[src/rtl/ro_pkg.sv]
// ro_pkg: shared types and elaboration helpers for the readout scheduler.
//   ro_state_e    - scheduler state (IDLE, RUN)
//   ro_clog2      - ceil(log2(v)), never less than 1, for register widths
//   ro_params_ok  - parameter legality check used at elaboration time
package ro_pkg;

    typedef enum logic {
        IDLE = 1'b0,
        RUN  = 1'b1
    } ro_state_e;

    function automatic int unsigned ro_clog2(input int unsigned v);
        int unsigned r;
        r = (v <= 1) ? 1 : $clog2(v);
        return r;
    endfunction

    function automatic bit ro_params_ok(input int unsigned n_ch,
                                        input int unsigned w,
                                        input int unsigned slot_cyc,
                                        input int unsigned guard);
        return (n_ch >= 1) && (w >= 1) && (slot_cyc >= 1) && (guard < slot_cyc);
    endfunction

endpackage

[src/rtl/ro_slot_timer.sv]
// ro_slot_timer: slot cycle counter and channel counter.
//   clk_ext     in   clock, rising edge
//   rst         in   synchronous active-high reset
//   run         in   advance counters this cycle (scheduler in RUN)
//   ch          out  current channel
//   cnt         out  cycle within the current slot
//   slot_last   out  cnt is at the last cycle of the slot
//   frame_last  out  last cycle of the last channel's slot
module ro_slot_timer
    import ro_pkg::*;
#(
    parameter int unsigned N_CH     = 4,
    parameter int unsigned SLOT_CYC = 8
) (
    input  logic                          clk_ext,
    input  logic                          rst,
    input  logic                          run,
    output logic [ro_clog2(N_CH)-1:0]     ch,
    output logic [ro_clog2(SLOT_CYC)-1:0] cnt,
    output logic                          slot_last,
    output logic                          frame_last
);

    localparam int unsigned CH_W  = ro_clog2(N_CH);
    localparam int unsigned CNT_W = ro_clog2(SLOT_CYC);
    localparam logic [CH_W-1:0]  CH_LAST  = CH_W'(N_CH - 1);
    localparam logic [CNT_W-1:0] CNT_LAST = CNT_W'(SLOT_CYC - 1);

    assign slot_last  = (cnt == CNT_LAST);
    assign frame_last = slot_last && (ch == CH_LAST);

    // Outside RUN both counters sit at 0, so a frame start needs no explicit clear.
    always_ff @(posedge clk_ext) begin
        if (rst) begin
            ch  <= '0;
            cnt <= '0;
        end else if (run) begin
            if (slot_last) begin
                cnt <= '0;
                ch  <= frame_last ? '0 : ch + 1'b1;
            end else begin
                cnt <= cnt + 1'b1;
            end
        end
    end

endmodule

[src/rtl/ro_mux_sched.sv]
// ro_mux_sched: multi-channel readout scheduler.
// Snapshots N_CH words of W bits at frame start, then drives each word onto
// the shared bus for SLOT_CYC cycles, with out_oe held low for the first
// GUARD cycles of every slot.
//   clk_ext      in   clock, rising edge
//   rst          in   synchronous active-high reset
//   en           in   start request (sampled in IDLE and at frame end)
//   cont         in   1 = back-to-back frames while en is high
//   in           in   channel words, channel c at [c*W +: W]
//   out          out  snapshot word of the current channel (0 when idle)
//   out_oe       out  pad tri-state enable
//   ch_idx       out  channel currently in its slot
//   frame_start  out  first cycle of a frame
//   done         out  last cycle of a frame
module ro_mux_sched
    import ro_pkg::*;
#(
    parameter int unsigned N_CH     = 4,
    parameter int unsigned W        = 2,
    parameter int unsigned SLOT_CYC = 8,
    parameter int unsigned GUARD    = 1
) (
    input  logic                      clk_ext,
    input  logic                      rst,
    input  logic                      en,
    input  logic                      cont,
    input  logic [N_CH*W-1:0]         in,
    output logic [W-1:0]              out,
    output logic                      out_oe,
    output logic [ro_clog2(N_CH)-1:0] ch_idx,
    output logic                      frame_start,
    output logic                      done
);

    localparam int unsigned CH_W  = ro_clog2(N_CH);
    localparam int unsigned CNT_W = ro_clog2(SLOT_CYC);

    if (!ro_params_ok(N_CH, W, SLOT_CYC, GUARD)) begin : g_bad_params
        $error("ro_mux_sched: illegal parameters (need N_CH>=1, W>=1, SLOT_CYC>=1, GUARD<SLOT_CYC)");
    end

    ro_state_e          state, state_nxt;
    logic [N_CH*W-1:0]  snap;
    logic               snap_load;
    logic [CH_W-1:0]    ch;
    logic [CNT_W-1:0]   cnt;
    logic               slot_last;
    logic               frame_last;
    logic               running;
    logic               guard_ok;
    logic [W-1:0]       word;

    assign running = (state == RUN);

    ro_slot_timer #(
        .N_CH     (N_CH),
        .SLOT_CYC (SLOT_CYC)
    ) u_timer (
        .clk_ext    (clk_ext),
        .rst        (rst),
        .run        (running),
        .ch         (ch),
        .cnt        (cnt),
        .slot_last  (slot_last),
        .frame_last (frame_last)
    );

    always_ff @(posedge clk_ext) begin
        if (rst) begin
            state <= IDLE;
        end else begin
            state <= state_nxt;
        end
    end

    always_comb begin
        state_nxt = state;
        snap_load = 1'b0;
        unique case (state)
            IDLE: begin
                if (en) begin
                    state_nxt = RUN;
                    snap_load = 1'b1;
                end
            end
            RUN: begin
                if (frame_last) begin
                    if (cont && en) begin
                        snap_load = 1'b1;
                    end else begin
                        state_nxt = IDLE;
                    end
                end
            end
            default: state_nxt = IDLE;
        endcase
    end

    always_ff @(posedge clk_ext) begin
        if (rst) begin
            snap <= '0;
        end else if (snap_load) begin
            snap <= in;
        end
    end

    // Compare-select mux keeps the index arithmetic at constant widths.
    always_comb begin
        word = '0;
        for (int unsigned c = 0; c < N_CH; c++) begin
            if (ch == CH_W'(c)) begin
                word = snap[c*W +: W];
            end
        end
    end

    if (GUARD == 0) begin : g_no_guard
        assign guard_ok = 1'b1;
    end else begin : g_guard
        assign guard_ok = (cnt >= CNT_W'(GUARD));
    end

    assign out         = running ? word : '0;
    assign out_oe      = running && guard_ok;
    assign ch_idx      = ch;
    assign frame_start = running && (ch == '0) && (cnt == '0);
    assign done        = running && frame_last;

    logic unused_slot_last;
    assign unused_slot_last = slot_last;

endmodule

[config.mk]
export PLATFORM = sky130hd
export DESIGN_NAME = ro_mux_sched
export DESIGN_NICKNAME = d
export VERILOG_FILES = /design/src/rtl/ro_pkg.sv /design/src/rtl/ro_slot_timer.sv /design/src/rtl/ro_mux_sched.sv
export SDC_FILE = /design/constraint.sdc
export NUM_CORES = 1
export LEC_CHECK = 0
export CORE_UTILIZATION = 35
export DETAILED_ROUTE_END_ITERATION = 8
export GPL_TIMING_DRIVEN = 1
export PLACE_DENSITY = 0.63
export SLEW_MARGIN = 20
export SYNTH_ARGS = -nofsm -noshare
export SYNTH_HDL_FRONTEND = slang
export SYNTH_SLANG_ARGS = --single-unit
[constraint.sdc]
create_clock -name clk_ext -period 1.8 [get_ports clk_ext]
set_clock_uncertainty 0.2 [all_clocks]
set_input_delay 0.27 -clock clk_ext [delete_from_list [all_inputs] [get_ports clk_ext]]
set_output_delay 0.27 -clock clk_ext [all_outputs]
set_load 0.1 [all_outputs]
Word-level counts from Yosys, hierarchy flattened
Cells that the tools add are included.
W data, S select, Z words.
{ "classes": {"magnitude_cmp": 1, "n_eq_ne": 4, "reduce_logical": 9, "n_addsub": 2, "bitwise": 1, "mux": 13} }
{ "ops": {"columns": ["cell", "count"], "rows": [
  ["$mux W2", 6],
  ["$logic_and A1 B1 Y1", 6],
  ["$eq A2 B2 Y1 const B", 2],
  ["$mux W1", 4],
  ["$pmux W1 S2", 2],
  ["$add A3 B1 Y3 const B", 1],
  ["$eq A3 B3 Y1 const B", 1],
  ["$ge A3 B1 Y1 const B", 1],
  ["$logic_not A3 Y1", 1],
  ["$mux W3", 1],
  ["$add A2 B1 Y2 const B", 1],
  ["$eq A2 B1 Y1 const B", 1],
  ["$logic_not A2 Y1", 1],
  ["$reduce_and A2 Y1", 1],
  ["$not A1 Y1", 1]
]} }
{ "word_totals": {"input_bits": 12, "word_cells": 34, "output_inout_bits": 7, "register_bits": 14} }

Longest topological paths before layout
{ "depth": {"word_depth": 6, "mapped_depth": 6} }

Cells and area by module
Synthesis repeated with hierarchy kept, for this count alone.
{ "unflattened": {"cells_unflattened": 75, "area_unflattened_um2": 759.5} }
{ "by_module_without_submodules": {"columns": ["mod", "area_per_inst_um2", "instances", "seq_area_each_um2", "cells_per_inst"], "rows": [
  ["ro_mux_sched", 490.5, 1, 180.2, 49],
  ["ro_slot_timer", 269.0, 1, 100.1, 26]
]} }

Worst setup path after synthesis
Ideal clock, no wire load.
{ "synth_path": {"kind": "register -> output", "start": "register u_timer.ch[0]", "end": "output port frame_start", "arrival_ns": 3.138, "t_required_ns": 1.330, "path_stages_with_launch": 5, "path_slack_ns": -1.808, "cell_sequence": "dfxtp_1 inv_1 ha_1 nand2_1 nor3_1"} }
{ "synth_via": {"elab_chain_len": 3} }
{ "synth_rtl": {"columns": ["item", "line", "rtl"], "rows": [
  ["start, declared", "ro_slot_timer.sv:18", "output logic [ro_clog2(N_CH)-1:0] ch,"],
  ["start signal, assigned", "ro_slot_timer.sv:40", "ch <= frame_last ? '0 : ch + 1'b1;"],
  ["$logic_not A2 Y1", "ro_mux_sched.sv:126", "assign frame_start = running && (ch == '0) && (cnt == '0);"],
  ["$logic_and A1 B1 Y1 (2 in a row)", "ro_mux_sched.sv:126", null],
  ["end, declared", "ro_mux_sched.sv:31", "output logic frame_start,"]
]} }
Every way passes these cells.

Worst setup path in the final report
{ "layout_path": {"start": "register u_timer.ch[1]", "end": "output port out[0]"} }
{ "layout_via": {"elab_chain_len": 6} }
{ "layout_rtl": {"columns": ["item", "line", "rtl"], "rows": [
  ["$logic_not A2 Y1", "ro_mux_sched.sv:111", "if (ch == CH_W'(c)) begin"],
  ["$mux W2 (3 in a row)", "ro_mux_sched.sv:111", null],
  ["$mux W2 *", "ro_mux_sched.sv:111", null],
  ["$mux W2 *", "ro_mux_sched.sv:123", "assign out = running ? word : '0;"],
  ["end, declared", "ro_mux_sched.sv:28", "output logic [W-1:0] out,"]
]} }
Mark *: on every way between the ends. The rest lies on a longest branch, timed or not.

==> results by group <==
Power
  • Maximum vdd drop: 0.3651 mV
  • Power per cell area: 526.1 nW/µm²
  • Leak: 0.5214 nW

Logic synthesis
  • Number of enable flip-flop cells after synthesis: 0
  • Fraction of registers with async set or reset after synthesis: 0%
  • Net Count, Synth: ~110
  • Synth Cell Area: between 800 and 900 µm²
  • Top-area cell type share of the netlist area: 34.25%
  • Top cells by area, synth: dfxtp_1, nand2b_1, ha_1
  • Count leader, synth: nand2b_1
  • Distinct cells, synth: 19
  • Seq cells post-synth: 14
  • Synth area leader: dfxtp_1
  • Synth Flop Type: dfxtp_1
  • Syn Inst Count: 94
  • Mean post-synth cell area: 8.705 µm²
  • Seq/Total Area, Yosys: 34.25%
  • Synth warn: 0
  • Post-synth top cells: nand2b_1, dfxtp_1, mux2i_1

Final layout
  • Layout cells sized above 1: 42.62%
  • Post-Layout Cell Count: 150
  • Diode count: 0
  • Layout net count: 143
  • Number of fillers in the final layout: 183
  • Synth-to-Final Area Change: 68.65%

Global route
  • GRT overflow: 0
  • All-Layer GR Usage: 16.78%
  • Largest net degree at the start of global routing: 18
  • Number of global-route vias before repair: 750
  • Initial antenna violation count: 0
  • First-pass GRT wire length: 3236 µm

Worst setup path
  • CP startpoint kind: register
  • Crit path kind: reg2out
  • R2R Path Start: u_timer.cnt[1]
  • RR Endpoint: snap[4]
  • Crit end category: output port
  • CP arrival: 1.51 ns
  • CP Cell Sequence: inv_4, ha_4, a21oi_2, o21ai_1, a32o_4, buf_12
  • CP max stage cell: dfxtp_4
  • Buf/Inv on CP: 2
  • Critical Path Max Stage Delay: 0.39 ns
  • Crit-path leading delay family: compound AO/OA/AOI/OAI gates
  • Critical Path RT: approximately 1.3 ns
  • R2R Setup Slk: 0.11 ns
  • Largest fanout on the critical path: 4
  • Reg2Reg Depth: 7
  • Levels on crit path: 6

Floorplan
  • Core region area: 2212 µm²
  • Initial Util: 36.99%
  • Core Rows: 17
  • Number of I/O pins: 19
  • Die Area: ~2500 µm²
  • Die X-Extent: 50.35 µm
  • Die H: 50.35 µm

Status
  • Violated checks: negative setup slack
  • Status: finished, violations left

STA
  • Max-slew violation count: 0
  • Final setup viols: 3
  • Fmax: 504.6 MHz
  • Setup TNS: -0.4014 ns
  • Unrepaired setup endpoints after global routing: true
  • Period minus WS final: ~2 ns
  • Setup WS post-layout: -0.1819 ns
  • Slew HR: 71.83%
  • Worst slew pin tran: ~0.42 ns
  • Period utilisation layout: 110.1%
  • Final Hold Fails: 0
  • Fin Hold WS: between 0.2 and 0.3 ns

Drt
  • Routed wl met3: roughly 87 µm
  • DRT met1 WL: slightly below 800 µm
  • Via density: 4.893
  • WL final: 1895 µm
  • # DRC: 0
  • WL per Instance: between 10 and 15 µm
  • Top Metal Used: met4
  • Initial drt markers: 12
  • ANT nets after route: 0
  • Vias: 734
  • Wire length on met2: approximately 1000 µm
  • Detailed Routing Iterations Pass 1: 4

Flow run
  • Max cap viols: 0

Placed design
  • RePlAce Congestion: 0.7564
  • Dpl cells: between 100 and 150
  • Hpwl dp: 1322 µm
  • Port buffer count: 18
  • Worst slack at placement: between 0.04 and 0.05 ns

Worst hold path
  • Worst hold stages: 2
  • Hold path startpoint: snap[4]
  • Hold Path Class: reg2reg
  • Hold endpoint: snap[4]

Clock tree
  • TritonCTS buffer count: 3
  • Clk Latency, worst-skew pair: 0.27 ns
  • CTS root buf: clkbuf_4
  • CTS tree: yes
  • Clock sinks: 14
  • CTS clock-pin slew for the worst setup and hold paths: 0.08 ns
  • CTS H-tree depth: 1
  • CTS Buffer Depth: 2
  • CTS Hold Bufs: 0
## per-layer routing
metal	track usage [%]	vias to the layer above
met1	20.29	335
met3	3.939	6
li1	-	373
met5	0	-
met2	27.78	20
met4	7.870	0
## logic make-up (layout without fill, tap and decap cells)
group                      after synthesis  count (layout)  synth area share, %
AOI/OAI and AO/OA                       14              14                10.55
adders and majority gates                8               8                12.23
buffers and inverters                   11              39                6.423
DFF                                     14              14                34.25
muxes                                   10              10                12.23
and+or+nand+nor                         37              37                24.31
## worst min-delay path: stages, from the launching register on
cell,delay [ns]
dfxtp_1,0.32
nand2b_1,0.06
mux2i_1,0.06
## worst max path at each step
stage / to / startpoint
finish: out[0] / u_timer.ch[1]
global route: out[0] / u_timer.ch[1]
CTS: out[1] / u_timer.ch[1]
detailed placement: out[1] / u_timer.ch[1]
global placement: out[0] / u_timer.ch[0]
floorplan: frame_start / u_timer.ch[1]
## stage by stage
| step | utilization [%] | area [µm²] | total power, mW |
|---|---|---|---|
| after global routing | 62.39 | 1380 | 0.7675 |
| after detailed placement | 55.09 | 1219 | 0.5245 |
| final | 62.39 | 1380 | 0.7260 |
| after floorplan | - | 894.6 | 0.4562 |
| after CTS | 60.01 | 1328 | 0.7150 |
| after global placement | 55.09 | 1219 | 0.5216 |
## layout make-up
type | instances | area [µm²] | area share [%]
clock buffer | 4 | 26.28 | 1.904
inverter | 7 | 33.78 | 2.448
multi-input combinational | 69 | 645.6 | 46.78
sequential | 14 | 297.8 | 21.58
tap | 28 | 35.03 | 2.539
timing repair buffer | 28 | 341.6 | 24.75
## sequential cells by signal (all words and copies together), names as in the netlist
name / cells
u_timer.cnt: 3
running: 1
snap: 8
u_timer.ch: 2
## report_power, final
part           total, mW  internal (mW)  switching [mW]
logic              0.203          0.100           0.103
registers          0.340          0.323          0.0171
clock network      0.183         0.0858          0.0968
## timing repair
item                                    4_1_cts  5_1_grt
endpoints found under the setup margin        5        8
endpoints found under the hold margin         0        0
cloned                                        0        0
pin swaps                                     6        6
gates resized for setup                      20       11
setup buffers                                 2        1
## cell usage in the layout (no fill, tap or decap), drive strengths merged
cell,synthesis,routed
ha,8,8
clkdlybuf4s50,0,11
mux2i,10,10
clkbuf,2,4
nand2,8,8
nor3,2,2
dfxtp,14,14
a21boi,1,1
o21ai,3,3
buf,2,17
inv,7,7
nand3,2,2
nand3b,1,1
nor2,6,6
nand2b,17,17
a21oi,8,8
nor3b,1,1
a32o,2,2
(Power assumes the default switching activity.)
